[src/rtl/pcs25g_tb_pkg.sv]
// Shared constants for the PCS25G bench receive checker: lane geometry, stamp layout, reset values.
// Also provides the resync helper that predicts the next word's base from lane 3.
package pcs25g_tb_pkg;

  localparam int LANES       = 16;
  localparam int LANE_W      = 12;
  localparam int TS_W        = 32;
  localparam int DATA_W      = LANES * LANE_W;
  localparam int STAMP_LANES = 3;
  localparam int RESYNC_LANE = 3;
  localparam int WINDOW_DEF  = 40000;

  localparam logic [3:0]  STAMP_PAD   = 4'b0000;
  localparam logic [31:0] LAT_MIN_RST = 32'hFFFF_FFFF;

  // Lane 3 carries base+3, so the following word's base is lane3 - 3 + LANES.
  function automatic logic [LANE_W-1:0] next_base(input logic [DATA_W-1:0] d);
    return d[RESYNC_LANE*LANE_W +: LANE_W] + LANE_W'(LANES - RESYNC_LANE);
  endfunction

endpackage

[src/rtl/chk192_rcvtime_if.sv]
// Receive-side bundle for the 192-bit checker: word/stamp inputs and all measurement outputs.
// master drives the word stream, slave is the checker.
interface chk192_rcvtime_if;
  import pcs25g_tb_pkg::*;

  logic              in_rxen;
  logic [DATA_W-1:0] data;
  logic              rcvtime;
  logic [31:0]       time_now;
  logic              err;
  logic [LANES-1:0]  err_lane;
  logic [15:0]       err_cnt;
  logic [31:0]       word_cnt;
  logic [31:0]       lat;
  logic              lat_valid;
  logic [31:0]       lat_min;
  logic [31:0]       lat_max;
  logic [31:0]       bw_words;
  logic              bw_valid;

  modport master (
    output in_rxen, data, rcvtime, time_now,
    input  err, err_lane, err_cnt, word_cnt, lat, lat_valid,
           lat_min, lat_max, bw_words, bw_valid
  );

  modport slave (
    input  in_rxen, data, rcvtime, time_now,
    output err, err_lane, err_cnt, word_cnt, lat, lat_valid,
           lat_min, lat_max, bw_words, bw_valid
  );

endinterface

[src/rtl/chk192_lane_cmp.sv]
// Combinational per-lane continuity compare: lane k must equal exp+k mod 2^LANE_W.
// Stamp lanes are excluded while rcvtime is set.
module chk192_lane_cmp
  import pcs25g_tb_pkg::*;
(
  input  logic [DATA_W-1:0] data_i,
  input  logic [LANE_W-1:0] exp_i,
  input  logic              rcvtime_i,
  output logic [LANES-1:0]  err_lane_o
);

  always_comb begin
    err_lane_o = '0;
    for (int k = 0; k < LANES; k++) begin
      if (!(rcvtime_i && (k < STAMP_LANES))) begin
        err_lane_o[k] = data_i[k*LANE_W +: LANE_W] != (exp_i + LANE_W'(k));
      end
    end
  end

endmodule

[src/rtl/chk192_rcvtime.sv]
// Receive checker for the 192-bit incrementing pattern: continuity, stamp latency, bandwidth.
// All outputs registered, one clk after the word; resyncs from lane 3 on every word.
module chk192_rcvtime
  import pcs25g_tb_pkg::*;
#(
  parameter int WINDOW = WINDOW_DEF
)(
  input  logic             clk,
  input  logic             reset_n,
  chk192_rcvtime_if.slave  bus
);

  localparam int WIN_W = (WINDOW > 1) ? $clog2(WINDOW) : 1;

  logic [LANE_W-1:0] exp_q;
  logic              synced_q;
  logic              err_q;
  logic [LANES-1:0]  err_lane_q;
  logic [15:0]       err_cnt_q;
  logic [31:0]       word_cnt_q;
  logic [31:0]       lat_q;
  logic              lat_valid_q;
  logic [31:0]       lat_min_q;
  logic [31:0]       lat_max_q;
  logic [WIN_W-1:0]  win_q;
  logic [31:0]       win_words_q;
  logic [31:0]       bw_words_q;
  logic              bw_valid_q;

  logic [LANES-1:0]  cmp_lane;
  logic              stamp_bad;
  logic              lat_ok;
  logic [LANES-1:0]  err_lane_d;
  logic [31:0]       lat_d;
  logic [31:0]       rx_inc;

  chk192_lane_cmp u_lane_cmp (
    .data_i     (bus.data),
    .exp_i      (exp_q),
    .rcvtime_i  (bus.rcvtime),
    .err_lane_o (cmp_lane)
  );

  assign stamp_bad = bus.rcvtime && (bus.data[35:TS_W] != STAMP_PAD);
  assign lat_ok    = bus.rcvtime && !stamp_bad;
  assign lat_d     = bus.time_now - bus.data[TS_W-1:0];
  assign rx_inc    = {31'd0, bus.in_rxen};

  // The resync word after reset is never flagged, not even for a malformed stamp.
  always_comb begin
    err_lane_d = '0;
    if (synced_q) begin
      err_lane_d = cmp_lane;
      if (stamp_bad) begin
        err_lane_d[STAMP_LANES-1:0] = '1;
      end
    end
  end

  always_ff @(posedge clk or negedge reset_n) begin
    if (!reset_n) begin
      exp_q       <= '0;
      synced_q    <= 1'b0;
      err_q       <= 1'b0;
      err_lane_q  <= '0;
      err_cnt_q   <= '0;
      word_cnt_q  <= '0;
      lat_q       <= '0;
      lat_valid_q <= 1'b0;
      lat_min_q   <= LAT_MIN_RST;
      lat_max_q   <= '0;
    end else begin
      err_q       <= 1'b0;
      lat_valid_q <= 1'b0;
      if (bus.in_rxen) begin
        synced_q   <= 1'b1;
        exp_q      <= next_base(bus.data);
        word_cnt_q <= word_cnt_q + 32'd1;
        err_lane_q <= err_lane_d;
        err_q      <= |err_lane_d;
        if ((|err_lane_d) && (err_cnt_q != 16'hFFFF)) begin
          err_cnt_q <= err_cnt_q + 16'd1;
        end
        if (lat_ok) begin
          lat_q       <= lat_d;
          lat_valid_q <= 1'b1;
          if (lat_d < lat_min_q) lat_min_q <= lat_d;
          if (lat_d > lat_max_q) lat_max_q <= lat_d;
        end
      end
    end
  end

  // The window runs on every clock; the word arriving on the wrap cycle belongs to the closing window.
  always_ff @(posedge clk or negedge reset_n) begin
    if (!reset_n) begin
      win_q       <= '0;
      win_words_q <= '0;
      bw_words_q  <= '0;
      bw_valid_q  <= 1'b0;
    end else begin
      bw_valid_q <= 1'b0;
      if (win_q == WIN_W'(WINDOW - 1)) begin
        win_q       <= '0;
        win_words_q <= '0;
        bw_words_q  <= win_words_q + rx_inc;
        bw_valid_q  <= 1'b1;
      end else begin
        win_q       <= win_q + WIN_W'(1);
        win_words_q <= win_words_q + rx_inc;
      end
    end
  end

  assign bus.err       = err_q;
  assign bus.err_lane  = err_lane_q;
  assign bus.err_cnt   = err_cnt_q;
  assign bus.word_cnt  = word_cnt_q;
  assign bus.lat       = lat_q;
  assign bus.lat_valid = lat_valid_q;
  assign bus.lat_min   = lat_min_q;
  assign bus.lat_max   = lat_max_q;
  assign bus.bw_words  = bw_words_q;
  assign bus.bw_valid  = bw_valid_q;

endmodule

[src/flat_wrapper.sv]
// flat-port wrapper written by rule: the top's interface ports become plain ports
module chk192_rcvtime_flat import pcs25g_tb_pkg::*;
#(
  parameter int WINDOW = WINDOW_DEF
)
  (clk, reset_n, bus_in_rxen, bus_data, bus_rcvtime, bus_time_now, bus_err, bus_err_lane, bus_err_cnt, bus_word_cnt, bus_lat, bus_lat_valid, bus_lat_min, bus_lat_max, bus_bw_words, bus_bw_valid);
  chk192_rcvtime_if bus_i ();
  input  logic clk;
  input  logic reset_n;
  input wire logic [$bits(bus_i.in_rxen)-1:0] bus_in_rxen;
  input wire logic [$bits(bus_i.data)-1:0] bus_data;
  input wire logic [$bits(bus_i.rcvtime)-1:0] bus_rcvtime;
  input wire logic [$bits(bus_i.time_now)-1:0] bus_time_now;
  output wire logic [$bits(bus_i.err)-1:0] bus_err;
  output wire logic [$bits(bus_i.err_lane)-1:0] bus_err_lane;
  output wire logic [$bits(bus_i.err_cnt)-1:0] bus_err_cnt;
  output wire logic [$bits(bus_i.word_cnt)-1:0] bus_word_cnt;
  output wire logic [$bits(bus_i.lat)-1:0] bus_lat;
  output wire logic [$bits(bus_i.lat_valid)-1:0] bus_lat_valid;
  output wire logic [$bits(bus_i.lat_min)-1:0] bus_lat_min;
  output wire logic [$bits(bus_i.lat_max)-1:0] bus_lat_max;
  output wire logic [$bits(bus_i.bw_words)-1:0] bus_bw_words;
  output wire logic [$bits(bus_i.bw_valid)-1:0] bus_bw_valid;
  assign bus_i.in_rxen = bus_in_rxen;
  assign bus_i.data = bus_data;
  assign bus_i.rcvtime = bus_rcvtime;
  assign bus_i.time_now = bus_time_now;
  assign bus_err = bus_i.err;
  assign bus_err_lane = bus_i.err_lane;
  assign bus_err_cnt = bus_i.err_cnt;
  assign bus_word_cnt = bus_i.word_cnt;
  assign bus_lat = bus_i.lat;
  assign bus_lat_valid = bus_i.lat_valid;
  assign bus_lat_min = bus_i.lat_min;
  assign bus_lat_max = bus_i.lat_max;
  assign bus_bw_words = bus_i.bw_words;
  assign bus_bw_valid = bus_i.bw_valid;
  chk192_rcvtime #(.WINDOW(WINDOW)) u_core (.clk(clk), .reset_n(reset_n), .bus(bus_i));
endmodule
[config.mk]
export PLATFORM = sky130hd
export DESIGN_NAME = chk192_rcvtime_flat
export DESIGN_NICKNAME = d
export VERILOG_FILES = /design/src/rtl/pcs25g_tb_pkg.sv /design/src/rtl/chk192_rcvtime_if.sv /design/src/rtl/chk192_lane_cmp.sv /design/src/rtl/chk192_rcvtime.sv /design/src/flat_wrapper.sv
export SDC_FILE = /design/constraint.sdc
export NUM_CORES = 1
export LEC_CHECK = 0
export BUFFER_PORTS_ARGS = -buffer_cell sky130_fd_sc_hd__buf_4
export CORE_ASPECT_RATIO = 2
export CORE_MARGIN = 8
export CORE_UTILIZATION = 40
export DETAILED_ROUTE_END_ITERATION = 16
export GPL_TIMING_DRIVEN = 0
export PLACE_DENSITY = 0.64
export SKIP_CTS_REPAIR_TIMING = 1
export SYNTH_ARGS = -nofsm -noshare
export SYNTH_HDL_FRONTEND = slang
export SYNTH_SLANG_ARGS = --single-unit
[constraint.sdc]
create_clock -name clk -period 4 [get_ports clk]
set_input_delay 0.4 -clock clk [delete_from_list [all_inputs] [get_ports clk]]
set_output_delay 0.4 -clock clk [all_outputs]
set_load 0.02 [all_outputs]
Word level (Yosys, flattened, before mapping)
Cells that the tools add are included.
{ "op_classes": {"n_lt_le_gt_ge": 2, "n_mux": 11, "eq_ne": 18, "n_reduce_logical": 10, "n_addsub": 21} }
{ "ops": {"columns": ["op", "n"], "rows": [
  ["12-bit != test", 16],
  ["12-bit by 4-bit adder with 12-bit output, second input constant", 9],
  ["12-bit by 3-bit adder with 12-bit output, second input constant", 4],
  ["16-bit by 1-bit adder with 16-bit output, second input constant", 2],
  ["32-bit by 1-bit adder with 32-bit output", 1],
  ["32-bit by 1-bit adder with 32-bit output, second input constant", 1],
  ["32-bit > comparator", 1],
  ["32-bit < comparator", 1],
  ["16-bit 2-to-1 mux", 2],
  ["32-bit 2-to-1 mux", 1],
  ["32-bit subtractor", 1],
  ["12-bit by 2-bit adder with 12-bit output, second input constant", 2],
  ["16-bit equality test, second input constant", 1],
  ["16-bit != test, second input constant", 1],
  ["16-bit OR reduction", 1],
  ["12-bit by 1-bit adder with 12-bit output, second input constant", 1],
  ["1-bit 2-to-1 mux", 7],
  ["3-bit AND reduction", 2],
  ["2-bit AND reduction", 2],
  ["4-bit nonzero test", 1],
  ["1-bit logical AND", 3],
  ["3-bit 2-to-1 mux", 1],
  ["1-bit logical NOT", 1]
]} }
{ "totals": {"register_bits": 256, "word_cells": 76} }

Depth between registers and ports, before layout
{ "depth": {"depth_word": 8, "ltp_mapped": 24, "depth_no_buf": 23} }

Cells and area by module
A second synthesis with hierarchy kept.
{ "unflattened": {"hier_cells": 2012, "area_unflattened_um2": 18293.8} }
{ "by_module_without_submodules": {"columns": ["mod", "area_per_inst_um2", "cells_per_inst", "seq_area_each_um2", "n_inst"], "rows": [
  ["chk192_rcvtime", 13696.9, 1374, 6446.2, 1],
  ["chk192_lane_cmp", 4596.9, 638, 0.0, 1]
]} }

Worst setup path before layout
OpenSTA, ideal clock, no wires.
{ "synth_path": {"kind": "input to register", "start": "input bus_time_now[0]", "end": "register u_core.lat_max_q[10] (netlist: u_core.bus.lat_max[10])", "slack_ns": -1.306, "stages": 21, "arrival_ns": 5.182, "path_cell_list": "inv_1 -> ha_1 -> inv_1 -> fa_1 -> a21o_1 -> a21oi_1 -> nor3_1 -> o41a_1 -> a21oi_1 -> o21ai_0 -> a221o_1 -> a21oi_1 -> xnor2_1 -> ha_1 -> nand4_1 -> or2_2 -> nor4_1 -> a21oi_1 -> o21ai_1 -> clkbuf_1 -> mux2_2"} }
{ "synth_between": {"elab_chain_len": 3} }
{ "synth_rtl": {"columns": ["element", "line", "rtl"], "rows": [
  ["from (decl)", "flat_wrapper.sv:13", "input wire logic [$bits(bus_i.time_now)-1:0] bus_time_now;"],
  ["32-bit subtractor", "chk192_rcvtime.sv:46", "assign lat_d = bus.time_now - bus.data[TS_W-1:0];"],
  ["named net u_core.lat_d[28]", "chk192_rcvtime.sv:34", "logic [31:0] lat_d;"],
  ["32-bit > comparator", "chk192_rcvtime.sv:88", "if (lat_d > lat_max_q) lat_max_q <= lat_d;"],
  ["3-bit AND reduction (no source line)", null, null],
  ["to (signal assigned)", "chk192_rcvtime.sv:88", null],
  ["to (decl)", "chk192_rcvtime.sv:24", "logic [31:0] lat_max_q;"]
]} }
The timed path passes the listed nets, and every way through them passes these cells.
A chain may end at the register's enable or synchronous reset.

Worst setup path after layout
{ "layout_path": {"start": "input bus_time_now[0]", "end": "register u_core.lat_max_q[7] (netlist: u_core.bus.lat_max[7])"} }
The elaborated chain is that of the path after synthesis.

==> summary.md <==
| Metric | Value |
|---|---|
| Clock Tree Buf Depth | `3` |
| Seq/Total Area, Yosys | `roughly 35%` |
| Inst Count DP | `~3000` |
| Via count | `17100` |
| Compound-Gate Fraction of Synth Area | `11.4%` |
| Synth Area in Simple Gates | `roughly 17%` |
| Synthesis-stage register bit count | `approximately 260` |
| CTS tree | `built` |
| DRC | `0` |
| Failing checks | `negative setup slack` |
| Pwr Density | `425 nW/um^2` |
| Tightest Hold Check Type | `primary input to flip-flop` |
| Crit path buffers/inverters | `5` |
| Crit end category | `flip-flop` |
| Final min period | `4.59 ns` |
| WL/cell | `24.9 um` |
| XOR/XNOR Fraction of Synth Area | `18.1%` |
| # rows | `110` |
| Fraction of synthesized area in multiplexers | `approximately 5.2%` |
| Final Max Tran Viols | `0` |
| Post-synth cell types | `86` |
| CP cell instances | `buf_8 > inv_12 > ha_4 > inv_2 > fa_2 > a21o_1 > a21oi_4 > nor3_4 > o41a_1 > a21oi_4 > o21ai_4 > a221o_1 > a21oi_2 > xnor2_2 > ha_1 > nand4_1 > or2_4 > nor4_4 > o41a_1 > o21ai_4 > buf_12 > clkbuf_16 > mux2_4` |
| Initial antenna violation count | `8` |
| Gr usage total | `27.8%` |
| PortBufs | `421` |
| Ys async rst share | `100%` |
| Peak supply drop | `approximately 0.36 mV` |
| Final period util | `115%` |
| MaxCap Viol Count | `0` |
| Core ar. | `45000 um^2` |
| Family with the most delay on the worst path | `compound AO/OA/AOI/OAI gates` |
| Root buffer selected by CTS | `clkbuf_16` |
| Cell at the slowest stage of the critical path | `o41a_1` |
| RSZ-0062 raised after global routing | `yes` |
| # IOs | `423` |
| Syn_nets | `between 2000 and 2500` |
| Non-filler instance count after layout | `3095` |
| Nets@finish | `2850` |
| WP data arrival | `roughly 5.0 ns` |
| Die height | `318 um` |
| Main synth FF type | `dfrtp_1` |
| Crit path max fanout | `7` |
| Vias/cell | `about 5.5` |
| Area growth syn-to-layout | `36.7%` |
| Warnings from Yosys | `0` |
| Vias in the first global route | `17800` |
| Critical path required time | `4.44 ns` |
| Tightest Pin Transition | `1.02 ns` |
| Clk sink count | `256` |
| Leakage | `11.2 nW` |
| Max incr delay on CP | `approximately 0.47 ns` |
| Status | `finished, violations left` |
| Die ar. | `53100 um^2` |
| Clock transition at path regs | `0.08 ns` |
| 1st-pass router iterations | `5` |
| Final instance area | `24900 um^2` |
| HPWL after detailed placement | `61.4 mm` |
| Largest net degree at the start of global routing | `127` |
| Skew final | `0.0176 ns` |
| Syn_area_per_cell | `slightly above 9 um^2` |
| Main combinational cell family by area after synthesis | `XOR/XNOR gates` |
| GP Congestion | `approximately 1` |
| Drt initial violations | `1107` |
| Layout cell share with drive strength beyond 1 | `32.6%` |
| Grt ovf | `0` |
| Final wirelength | `77.1 mm` |
| TritonCTS Buffers | `25` |
| Worst-Skew Late Latency | `about 0.56 ns` |
| First-pass GRT wire length | `112 mm` |
| Final Hold Fails | `0` |
| H-tree levels | `1` |
| Final worst setup slack | `-0.594 ns` |
| Initial core utilization | `40.5%` |
| Die Span X | `167 um` |
| Post-Syn Instances | `1994` |
| Antenna-violating nets left | `0` |
| Synth Area in Adders | `between 7 and 8%` |
| Post-Place Cell Area | `~23000 um^2` |
| F_max | `0.218 GHz` |
| Number of enable flip-flop cells after synthesis | `0` |
| Area of the mapped netlist | `18200 um^2` |
| Type of origin of the critical path | `primary input` |
| WS Path Type | `primary input to flip-flop` |
| Relative slew slack | `31.7%` |
| Final setup violation count | `80` |
[kinds of logic (layout without fill, tap and decap cells)]
logic type	after synthesis	after routing
XOR/XNOR	374	374
flip-flops	256	256
buffers and inverters	208	741
multiplexers	84	84
AO/OA/AOI/OAI	327	327
AND/OR/NAND/NOR	631	631
adder cells (fa/ha/maj)	114	114
other	0	8
[routing by layer]
metal  vias to the layer above  track usage [%]  wire length (um)
met3                       206             5.06              4570
met5                         -                0                 0
met1                      8279             28.0             26500
li1                       7921                -                 -
met4                         0             20.3              5640
met2                       704             50.6             40400
[flip-flops by register name, indices dropped and copies added, names as in the netlist]
| signal | count |
|---|---|
| u_core.bus.word_cnt | 32 |
| u_core.bus.err | 1 |
| u_core.synced_q | 1 |
| u_core.bus.bw_valid | 1 |
| u_core.exp_q | 12 |
| u_core.bus.err_cnt | 16 |
| u_core.bus.err_lane | 16 |
| u_core.bus.bw_words | 32 |
| u_core.bus.lat_valid | 1 |
| u_core.bus.lat_min | 32 |
| u_core.bus.lat_max | 32 |
| u_core.bus.lat | 32 |
| u_core.win_q | 16 |
| u_core.win_words_q | 32 |
[metrics by stage]
step	worst slack (ns)	TNS [ns]	hold slack (ns)	util, %	total power (W)
final	-0.594	-35.59	0.0522	55.4	0.0106
after global routing	-0.735	-46.53	0.0415	55.4	0.0112
after CTS	-1.73	-106.58	-0.184	52.0	0.0103
after detailed placement	-1.94	-142.53	0.413	50.0	0.00767
after global placement	-1.90	-141.00	0.461	49.8	0.00758
after floorplan	-0.605	-33.09	0.104	-	0.00593
[cell type report]
class                      count  area [um^2]
fill                        4061        20100
clock buffer                  33          716
multi-input combinational   1530        11800
clock inverter                13          194
inverter                     122          478
timing repair buffer         494         3950
antenna                        8         20.0
buffer                        79          583
sequential                   256         6450
tap                          560          701
[power by group]
part           internal (W)  total (W)  leakage (nW)  switching (W)
clock network       0.00153    0.00263         0.436        0.00110
registers           0.00303    0.00341          3.07       0.000379
logic               0.00199    0.00456          7.73        0.00258
[worst paths after layout]
kind,startpoint,end,slack [ns],depth (start not counted)
min reg2reg,u_core.bus.lat[25],u_core.bus.lat[25],0.48,2
max reg2reg,u_core.exp_q[2],u_core.bus.err_cnt[14],-0.35,15
min,bus_data[36],u_core.exp_q[0],0.05,2
max in group asynchronous,reset_n,u_core.bus.bw_words[21],2.48,3
min in group asynchronous,reset_n,u_core.bus.lat[4],0.40,2
max,bus_time_now[0],u_core.bus.lat_max[7],-0.59,23
[cells in the final DEF, fill, tap and decap left out, drive strengths merged, types with 7 or more instances in the layout]
cell,n
and3,33
nor4,30
o22ai,8
ha,113
a31oi,12
a211oi,11
a21o,30
clkbuf,69
o31ai,9
o21ai,47
and2,8
xor2,147
o21a,14
nand4,53
inv,121
nor3,42
xnor2,227
o211ai,13
dfrtp,224
buf,536
or3,14
a21oi,125
nand2,158
nand3,65
nor2b,18
diode,8
and4,7
dfstp,32
nand2b,9
nor2,168
mux2,80
[Yosys cell counts (46+ instances only)]
cell	n	area (um^2)
xnor2_1	226	1980
dfrtp_1	224	5610
nor2_1	166	623
nand2_1	157	589
xor2_1	146	1280
a21oi_1	125	626
inv_1	122	458
ha_1	113	1410
mux2_2	79	890
nand3_1	64	320
nand4_1	50	313
o21ai_0	46	230
No activity file was read; power rests on OpenSTA's default activity.
